--- config.mk ---
export PLATFORM = sky130hd
export DESIGN_NAME = pong_game_ctrl
export DESIGN_NICKNAME = d
export VERILOG_FILES = /design/src/rtl/pong_game_ctrl.sv
export SDC_FILE = /design/constraint.sdc
export NUM_CORES = 1
export LEC_CHECK = 0
export BUFFER_PORTS_ARGS = -buffer_cell sky130_fd_sc_hd__buf_2
export CORE_MARGIN = 5
export CORE_UTILIZATION = 40
export DETAILED_ROUTE_END_ITERATION = 10
export PLACE_DENSITY = 0.56
export SYNTH_ARGS = -nofsm -noshare
export SYNTH_HDL_FRONTEND = slang
export SYNTH_SLANG_ARGS = --single-unit
--- constraint.sdc ---
create_clock -name CLOCK_50 -period 2.85 [get_ports CLOCK_50]
set_input_delay 0.285 -clock CLOCK_50 [delete_from_list [all_inputs] [get_ports CLOCK_50]]
set_output_delay 0.285 -clock CLOCK_50 [all_outputs]
set_load 0.05 [all_outputs]
--- src/rtl/pong_game_ctrl.sv ---
// Pong game sequencer: key debounce, game FSM, tick divider, score and lives.
// Optional PONG_SPEEDUP_EN: tick period shortens as paddle hits accumulate.
module pong_game_ctrl #(
    parameter int unsigned TICK_DIV     = 262144,
    parameter int unsigned MIN_DIV      = 65536,
    parameter int unsigned SPEEDUP_HITS = 4,
    parameter int unsigned DEB_CYCLES   = 500000,
    parameter int unsigned LIVES        = 3,
    parameter int unsigned SCORE_W      = 8
) (
    input  logic               CLOCK_50,
    input  logic               RESET_N,
    input  logic               key_start_n,
    input  logic               paddle_hit,
    input  logic               ball_lost,
    output logic               game_tick,
    output logic               serve,
    output logic               show_pause,
    output logic               show_over,
    output logic [SCORE_W-1:0] score,
    output logic [1:0]         lives,
    output logic [2:0]         state
);

    localparam int DIV_W = $clog2(TICK_DIV) + 2;
    localparam int DEB_W = $clog2(DEB_CYCLES + 1);
    localparam logic [DIV_W-1:0] DIV_BASE = DIV_W'(TICK_DIV);
    localparam logic [DEB_W-1:0] DEB_MAX = DEB_W'(DEB_CYCLES);
    localparam logic [DEB_W-1:0] DEB_LAST = DEB_W'(DEB_CYCLES - 1);

    typedef enum logic [2:0] {
        S_IDLE  = 3'd0,
        S_SERVE = 3'd1,
        S_PLAY  = 3'd2,
        S_PAUSE = 3'd3,
        S_MISS  = 3'd4,
        S_OVER  = 3'd5
    } state_e;

    logic               sync1_q, sync2_q;
    logic [DEB_W-1:0]   deb_q, deb_d;
    logic               press;
    state_e             state_q, state_d;
    logic [DIV_W-1:0]   cnt_q, cnt_d;
    logic               tick_q, tick_d;
    logic               serve_q, serve_d;
    logic               pause_q, pause_d;
    logic               over_q, over_d;
    logic [SCORE_W-1:0] score_q, score_d;
    logic [1:0]         lives_q, lives_d;
    logic [DIV_W-1:0]   div_cur;
    logic               wrap;

`ifdef PONG_SPEEDUP_EN
    localparam int HIT_W = $clog2(SPEEDUP_HITS + 1);
    localparam logic [DIV_W-1:0] DIV_STEP = DIV_W'(TICK_DIV / 8);
    localparam logic [DIV_W-1:0] DIV_MIN = DIV_W'(MIN_DIV);
    localparam logic [HIT_W-1:0] HIT_LAST = HIT_W'(SPEEDUP_HITS - 1);

    logic [DIV_W-1:0] div_q, div_d, tgt_q, tgt_d;
    logic [HIT_W-1:0] hits_q, hits_d;
    logic             restart, hit_ok;

    assign div_cur = div_q;
    assign restart = (state_q == S_IDLE || state_q == S_OVER)
                     && state_d == S_SERVE;
    assign hit_ok = state_q == S_PLAY && state_d == S_PLAY && paddle_hit;

    // Speed target steps down every SPEEDUP_HITS hits; active div loads at wrap/serve
    always_comb begin
        tgt_d  = tgt_q;
        hits_d = hits_q;
        div_d  = div_q;
        if (restart) begin
            tgt_d  = DIV_BASE;
            hits_d = '0;
        end else if (hit_ok) begin
            if (hits_q == HIT_LAST) begin
                hits_d = '0;
                tgt_d  = (tgt_q >= DIV_MIN + DIV_STEP) ? tgt_q - DIV_STEP
                                                       : DIV_MIN;
            end else begin
                hits_d = hits_q + HIT_W'(1);
            end
        end
        if (state_d == S_SERVE || (state_d == S_PLAY && wrap))
            div_d = tgt_d;
    end

    // Speed-up state registers
    always_ff @(posedge CLOCK_50) begin
        if (!RESET_N) begin
            div_q  <= DIV_BASE;
            tgt_q  <= DIV_BASE;
            hits_q <= '0;
        end else begin
            div_q  <= div_d;
            tgt_q  <= tgt_d;
            hits_q <= hits_d;
        end
    end
`else
    assign div_cur = DIV_BASE;
`endif

    assign wrap  = (cnt_q == div_cur - DIV_W'(1));
    assign press = !sync2_q && (deb_q == DEB_LAST);

    // Stable-low counter; press fires once when the count reaches DEB_CYCLES
    always_comb begin
        deb_d = deb_q;
        if (sync2_q)
            deb_d = '0;
        else if (deb_q != DEB_MAX)
            deb_d = deb_q + DEB_W'(1);
    end

    // Game FSM next state, score and lives
    always_comb begin
        state_d = state_q;
        score_d = score_q;
        lives_d = lives_q;
        unique case (state_q)
            S_IDLE: if (press) state_d = S_SERVE;
            S_SERVE: state_d = S_PLAY;
            S_PLAY: begin
                if (ball_lost) begin
                    state_d = S_MISS;
                    lives_d = lives_q - 2'd1;
                end else if (press) begin
                    state_d = S_PAUSE;
                end else if (paddle_hit && score_q != '1) begin
                    score_d = score_q + SCORE_W'(1);
                end
            end
            S_PAUSE: if (press) state_d = S_PLAY;
            S_MISS: state_d = (lives_q == 2'd0) ? S_OVER : S_SERVE;
            S_OVER: begin
                if (press) begin
                    state_d = S_SERVE;
                    score_d = '0;
                    lives_d = 2'(LIVES);
                end
            end
            default: state_d = S_IDLE;
        endcase
    end

    // Tick divider runs only on cycles that end in PLAY; outputs follow next state
    always_comb begin
        cnt_d  = cnt_q;
        tick_d = 1'b0;
        if (state_d == S_SERVE) begin
            cnt_d = '0;
        end else if (state_d == S_PLAY) begin
            if (wrap) begin
                cnt_d  = '0;
                tick_d = 1'b1;
            end else begin
                cnt_d = cnt_q + DIV_W'(1);
            end
        end
        serve_d = (state_d == S_SERVE);
        pause_d = (state_d == S_IDLE) || (state_d == S_PAUSE);
        over_d  = (state_d == S_OVER);
    end

    // All state and output registers
    always_ff @(posedge CLOCK_50) begin
        if (!RESET_N) begin
            sync1_q <= 1'b1;
            sync2_q <= 1'b1;
            deb_q   <= '0;
            state_q <= S_IDLE;
            cnt_q   <= '0;
            tick_q  <= 1'b0;
            serve_q <= 1'b0;
            pause_q <= 1'b1;
            over_q  <= 1'b0;
            score_q <= '0;
            lives_q <= 2'(LIVES);
        end else begin
            sync1_q <= key_start_n;
            sync2_q <= sync1_q;
            deb_q   <= deb_d;
            state_q <= state_d;
            cnt_q   <= cnt_d;
            tick_q  <= tick_d;
            serve_q <= serve_d;
            pause_q <= pause_d;
            over_q  <= over_d;
            score_q <= score_d;
            lives_q <= lives_d;
        end
    end

    assign game_tick  = tick_q;
    assign serve      = serve_q;
    assign show_pause = pause_q;
    assign show_over  = over_q;
    assign score      = score_q;
    assign lives      = lives_q;
    assign state      = state_q;

endmodule

======== Yosys cells after proc, flatten, opt, wreduce, memory -nomap -nowiden ========
Cells that the tools add are included.
cells by class
  $add $sub $neg .......................... 4
  equal/unequal tests ..................... 18
  muxes and demuxes ....................... 16
  bitwise operators ....................... 2
  reductions and logical operators ........ 14
operators by type and width
  operator                                          number
  2-to-1 mux 8 bit                                  4
  adder 20 x 1 -> 20 bit (second input constant)    1
  == test 20 x 18 -> 1 bit (second input constant)  1
  2-to-1 mux 20 bit                                 1
  adder 19 x 1 -> 19 bit (second input constant)    1
  == test 19 bit (second input constant)            1
  != test 19 bit (second input constant)            1
  one-hot mux 8 bit (2 select lines)                1
  2-to-1 mux 3 bit                                  5
  one-hot mux 3 bit (5 select lines)                1
  == test 3 x 2 -> 1 bit (second input constant)    4
  != test 2 bit (second input constant)             5
  == test 3 bit (second input constant)             3
  adder 8 x 1 -> 8 bit (second input constant)      1
  != test 8 bit (second input constant)             1
  == test 3 x 1 -> 1 bit (second input constant)    2
  logical NOT 3 bit                                 2
  OR reduction 2 bit                                3
  AND reduction 5 bit                               1
  2-to-1 mux 2 bit                                  2
  one-hot mux 2 bit (2 select lines)                1
  AND reduction 3 bit                               1
  OR reduction 3 bit                                1
  logical AND 1 bit                                 2
  other kinds (7)                                   8
storage, ports and cells
  flip-flop bits (word level) ............. 58
  input bits .............................. 5
  output and inout port bits .............. 17
  logic and storage cells ................. 65

======== Depth between registers and ports, before layout ========
  word-level depth ........................ 8
  depth in mapped cells ................... 9
  gate-level depth less buffers ........... 7

======== Worst setup path after synthesis ========
OpenSTA, ideal clock, no wires.
  path kind ............................... reg-to-reg
  start point ............................. register state_q[1] (netlist: state[1])
  end point ............................... register cnt_q[19]
  setup time .............................. 0.070 ns
  arrival time ............................ 2.525 ns
  required time ........................... 2.780 ns
  path slack .............................. 0.255 ns
  stages on the path, launching flop included .. 8
  cells stage by stage .................... dfxtp_1 -> buf_2 -> inv_1 -> or3_1 -> or2_2 -> o221a_4 -> or4_1 -> a21oi_1
on the way
  longest elaborated chain between the ends .. 5
ends and longest elaborated chain
  what                                                              RTL line  text
  from (decl)                                                       43        state_e state_q, state_d;
  from (signal assigned)                                            186       state_q <= state_d;
  == test 3 bit (tied with other cells)                             123       unique case (state_q)
  OR reduction 2 bit (no line) or 2-to-1 mux 3 bit (tied branches)  n/a
  one-hot mux 3 bit (5 select lines) (*)                            123
  == test 3 x 1 -> 1 bit                                            153       if (state_d == S_SERVE) begin
  OR reduction 2 bit (no line)                                      n/a
  to (signal assigned)                                              187       cnt_q <= cnt_d;
  to (decl)                                                         44        logic [DIV_W-1:0] cnt_q, cnt_d;
Every way passes the cells marked *; elsewhere a longest branch is shown, timed or not.
A chain may end at the register's enable or synchronous reset.

======== Worst setup path in the final report ========
  start point ............................. register deb_q[1]
  end point ............................... register cnt_q[19]
on the way
  longest elaborated chain between the ends .. 7
ends and longest elaborated chain
  what                                    RTL line  text
  from (decl)                             41        logic [DEB_W-1:0] deb_q, deb_d;
  from (signal assigned)                  173       deb_q <= '0;
  from (signal assigned)                  185       deb_q <= deb_d;
  == test 19 bit (*)                      107       assign press = !sync2_q && (deb_q == DEB_LAST);
  logical AND 1 bit (*)                   107
  2-to-1 mux 3 bit                        130       end else if (press) begin
  2-to-1 mux 3 bit                        127       if (ball_lost) begin
  one-hot mux 3 bit (5 select lines) (*)  123
  == test 3 x 1 -> 1 bit                  153
  OR reduction 2 bit (no line)            n/a
Marked as above.

==> impl_metrics.py <==
metrics = {
    "setup_path": {
        "cp_slowest_cell": "or4_4",
        "r2r-end": "cnt_q[19]",
        "path_depth": 7,
        "reg2regPathDepth": 7,
        "cp-endpoint": "cnt_q[19]",
        "crit_start": "deb_q[1]",
        "worstReg2RegStart": "deb_q[1]",
        "r2r_slack_ns": 0.19,
        "startpoint_type": "register",
        "path_cells": "ha_1 > and3_1 > nand3_1 > or4_4 > o221a_4 > or4_1 > a21oi_1",
        "cp-end-kind": "register",
        "crit_arrival_ns": 2.92,
        "worstSetupPathType": "register to register",
        "cp.buffers_inverters": 0,
        "cpPeakStageDelay_ns": 0.60,
        "cp_max_fo": 17,
        "crit_family": "simple AND/OR/NAND/NOR gates",
        "worst_ep_required_time_ns": 3.11,
    },
    "power_and_ir_drop": {
        "p_leak_nw": 1.12,
        "internal_power_mw": 1.29,
        "pwr-share-comb_pct": 1.4,
        "p_sw_mw": 0.325,
        "p_sw_share_pct": 20.1,
        "finalPower_mw": 1.61,
        "ir_drop_mv": 0.302,
        "clock_power_share_pct": 48.2,
        "powerDensity_mw_per_mm2": 502,
        "share_seq_of_total_power_pct": 50.4,
    },
    "yosys": {
        "yosys.area_share.simple_pct": 29.0,
        "ys_seq_elements": 58,
        "synth-edff-count": 0,
        "synthAdderAreaFrac_pct": 2.23,
        "synth_flop_cell": "dfxtp_1",
        "synthXorXnorAreaFrac_pct": 9.36,
        "synth_top_cell_area_share_pct": 41.4,
        "yosysTopAreaCell": "dfxtp_1",
        "ys.warnings.count": 0,
        "synth_area_leaders": "dfxtp_1 (41%), xor2_1 (7.2%), nor2_1 (6.4%)",
        "syn_area_per_cell_um2": 8.69,
        "synthDistinctLibCells": 49,
        "synth_cells": 323,
        "seq_area_frac_synth_pct": 41.4,
        "synth_compound_area_share_pct": 14.1,
        "syn_area_mm2": 0.00281,
        "async_flop_share_pct": 0,
        "syn-num-nets": 333,
        "synth_top_family_by_area": "simple AND/OR/NAND/NOR gates",
        "muxShareOfSynthArea_pct": 0.758,
    },
    "clocking": {
        "cts_max_path_buffers": 2,
        "clock_sinks": 58,
        "post_cts_resize_count": 0,
        "cts_tree": "yes",
        "hold_buffers": 0,
        "ctsHtreeMaxLevel": 3,
        "numCtsBuffers": 9,
        "clock_latency_ns": 0.33,
        "clkSlewWorstSetupHoldPaths_ns": 0.06,
        "clk_root_buffer_cell": "clkbuf_8",
        "post_cts_buffers": 0,
    },
    "drt": {
        "dr.pass1.iters": 4,
        "detail-route-antenna-nets": 0,
        "drc": 0,
        "dr.first_iter.drc_count": 82,
        "routed_wirelength_mm": 5.69,
        "post_drt_wl_per_cell_um": 12.6,
        "dr_total_vias": 2321,
        "viasPerCell": 5.16,
    },
    "timing": {
        "min_period_ns": 2.66,
        "fin_skew_ns": 0.00695,
        "worst_slack_ns": 0.194,
        "final.setup.tns_ns": 0,
        "tightest_slew_ns": 0.704,
        "grt_setup_unrepaired": "no",
        "fmax_ghz": 0.376,
        "finalHoldViolCount": 0,
        "timing.final.crit_share_pct": 93.2,
        "finalSetupViolations": 0,
        "slew_viol_final": 0,
        "slew_headroom_pct": 53.1,
    },
    "place": {
        "placement.io_buffers": 21,
        "post-place-ws_ns": 0.248,
        "place_inst": 435,
        "globalplace.congestion": 0.771,
        "place_hpwl_mm": 4.03,
    },
    "grt": {
        "grt_pass1_wl_mm": 10.2,
        "grt_overflow": 0,
        "grt.total_usage_pct": 14.5,
        "grt_pass1_vias": 2250,
        "grt_start_max_net_pins": 20,
        "antenna_found_initial": 0,
    },
    "final_layout": {
        "synthToLayoutAreaGrowth_pct": 14.6,
        "layout.cells.most_common": "dfxtp_1",
        "layout-drive-gt1-share_pct": 14.7,
        "nets": 360,
        "final_cells": 450,
        "fin_util_pct": 47.1,
        "final_cell_mix": "dfxtp_1 (58), nor2_1 (48), xor2_1 (23)",
        "antennaDiodeCount": 0,
    },
    "worst_hold_path": {
        "min_path_type": "primary input to register",
    },
    "floorplan": {
        "io_pins": 22,
        "rows": 30,
        "die_x_um": 93.8,
        "start_util_pct": 41.1,
        "core_area_mm2": 0.00683,
        "fp.dieH_um": 93.8,
        "fp.dieArea_mm2": 0.00879,
    },
    "outcome": {
        "outcome": "finished clean",
    },
    "flow_run": {
        "max-cap-violations": 0,
    },
}
[through the flow]
stage	hold slack (ns)	instance area [um2]
after floorplan	0.347	2810
after global placement	0.395	3010
after detailed placement	0.398	3010
after CTS	0.112	3220
after global routing	0.132	3220
final	0.133	3220
[routing by layer]
layer  part of all wire [%]  track usage (%)  up-vias
li1                       -                -     1205
met1                     48             17.8     1084
met2                     47             23.2       24
met3                    3.1             5.37        8
met4                    1.8             5.42        0
met5                      0                0        -
[power groups by stage]
stage / Clock [mW] / Sequential (mW) / Combinational [mW]
after detailed placement: 0 / 0.831 / 0.0228
after CTS: 0.813 / 0.813 / 0.0229
final: 0.778 / 0.813 / 0.0224
after floorplan: 0 / 0.831 / 0.0128
after global routing: 0.845 / 0.813 / 0.0249
after global placement: 0 / 0.831 / 0.0230
[cell families after synthesis]
kind of cell | after synthesis
AOI/OAI and AO/OA | 58
xor gates and xnor gates | 30
adders and majority gates | 5
buffers and inverters | 19
DFF | 58
muxes | 2
and+or+nand+nor | 151
[worst min path at each step]
stage	from	to	slack (ns)	cells past startpoint
floorplan	RESET_N	lives[1]	0.35	1
global placement	sync1_q	sync2_q	0.39	1
detailed placement	sync1_q	sync2_q	0.40	1
CTS	key_start_n	sync1_q	0.11	2
global route	key_start_n	sync1_q	0.13	2
finish	key_start_n	sync1_q	0.13	2
[final cells by class]
type | count | area [um2]
fill | 711 | 3610
timing repair buffer | 26 | 143
clock inverter | 2 | 35.0
inverter | 9 | 33.8
tap | 96 | 120
sequential | 58 | 1160
multi-input combinational | 246 | 1560
clock buffer | 13 | 169
[worst register-to-register path, cell delays in order (launching register included)]
cell	delay, ns
dfxtp_1	0.38
ha_1	0.22
and3_1	0.24
nand3_1	0.29
or4_4	0.60
o221a_4	0.19
or4_1	0.49
a21oi_1	0.17
[sequential cells by signal, summed over array words and instances, names as in the netlist]
name / count
cnt_q: 20
lives: 2
state: 3
deb_q: 19
game_tick: 1
show_pause: 1
sync1_q: 1
sync2_q: 1
serve: 1
score: 8
show_over: 1
[synth_stat cells (2+ instances only)]
cell,instances
nor4_1,2
nor2_1,48
o31ai_1,9
clkbuf_1,6
nand4_1,5
or4_1,9
nand3_1,18
xor2_1,23
xnor2_1,7
or3_1,8
and2_1,3
nor3b_1,2
ha_1,5
nor2b_1,3
o211ai_1,4
o21ai_0,13
nand2_1,20
and3_1,6
dfxtp_1,58
o2111ai_1,4
nand2b_1,7
buf_6,2
nor3_1,9
inv_1,9
and4_1,2
a21oi_1,18
(Power assumes the default switching activity.)
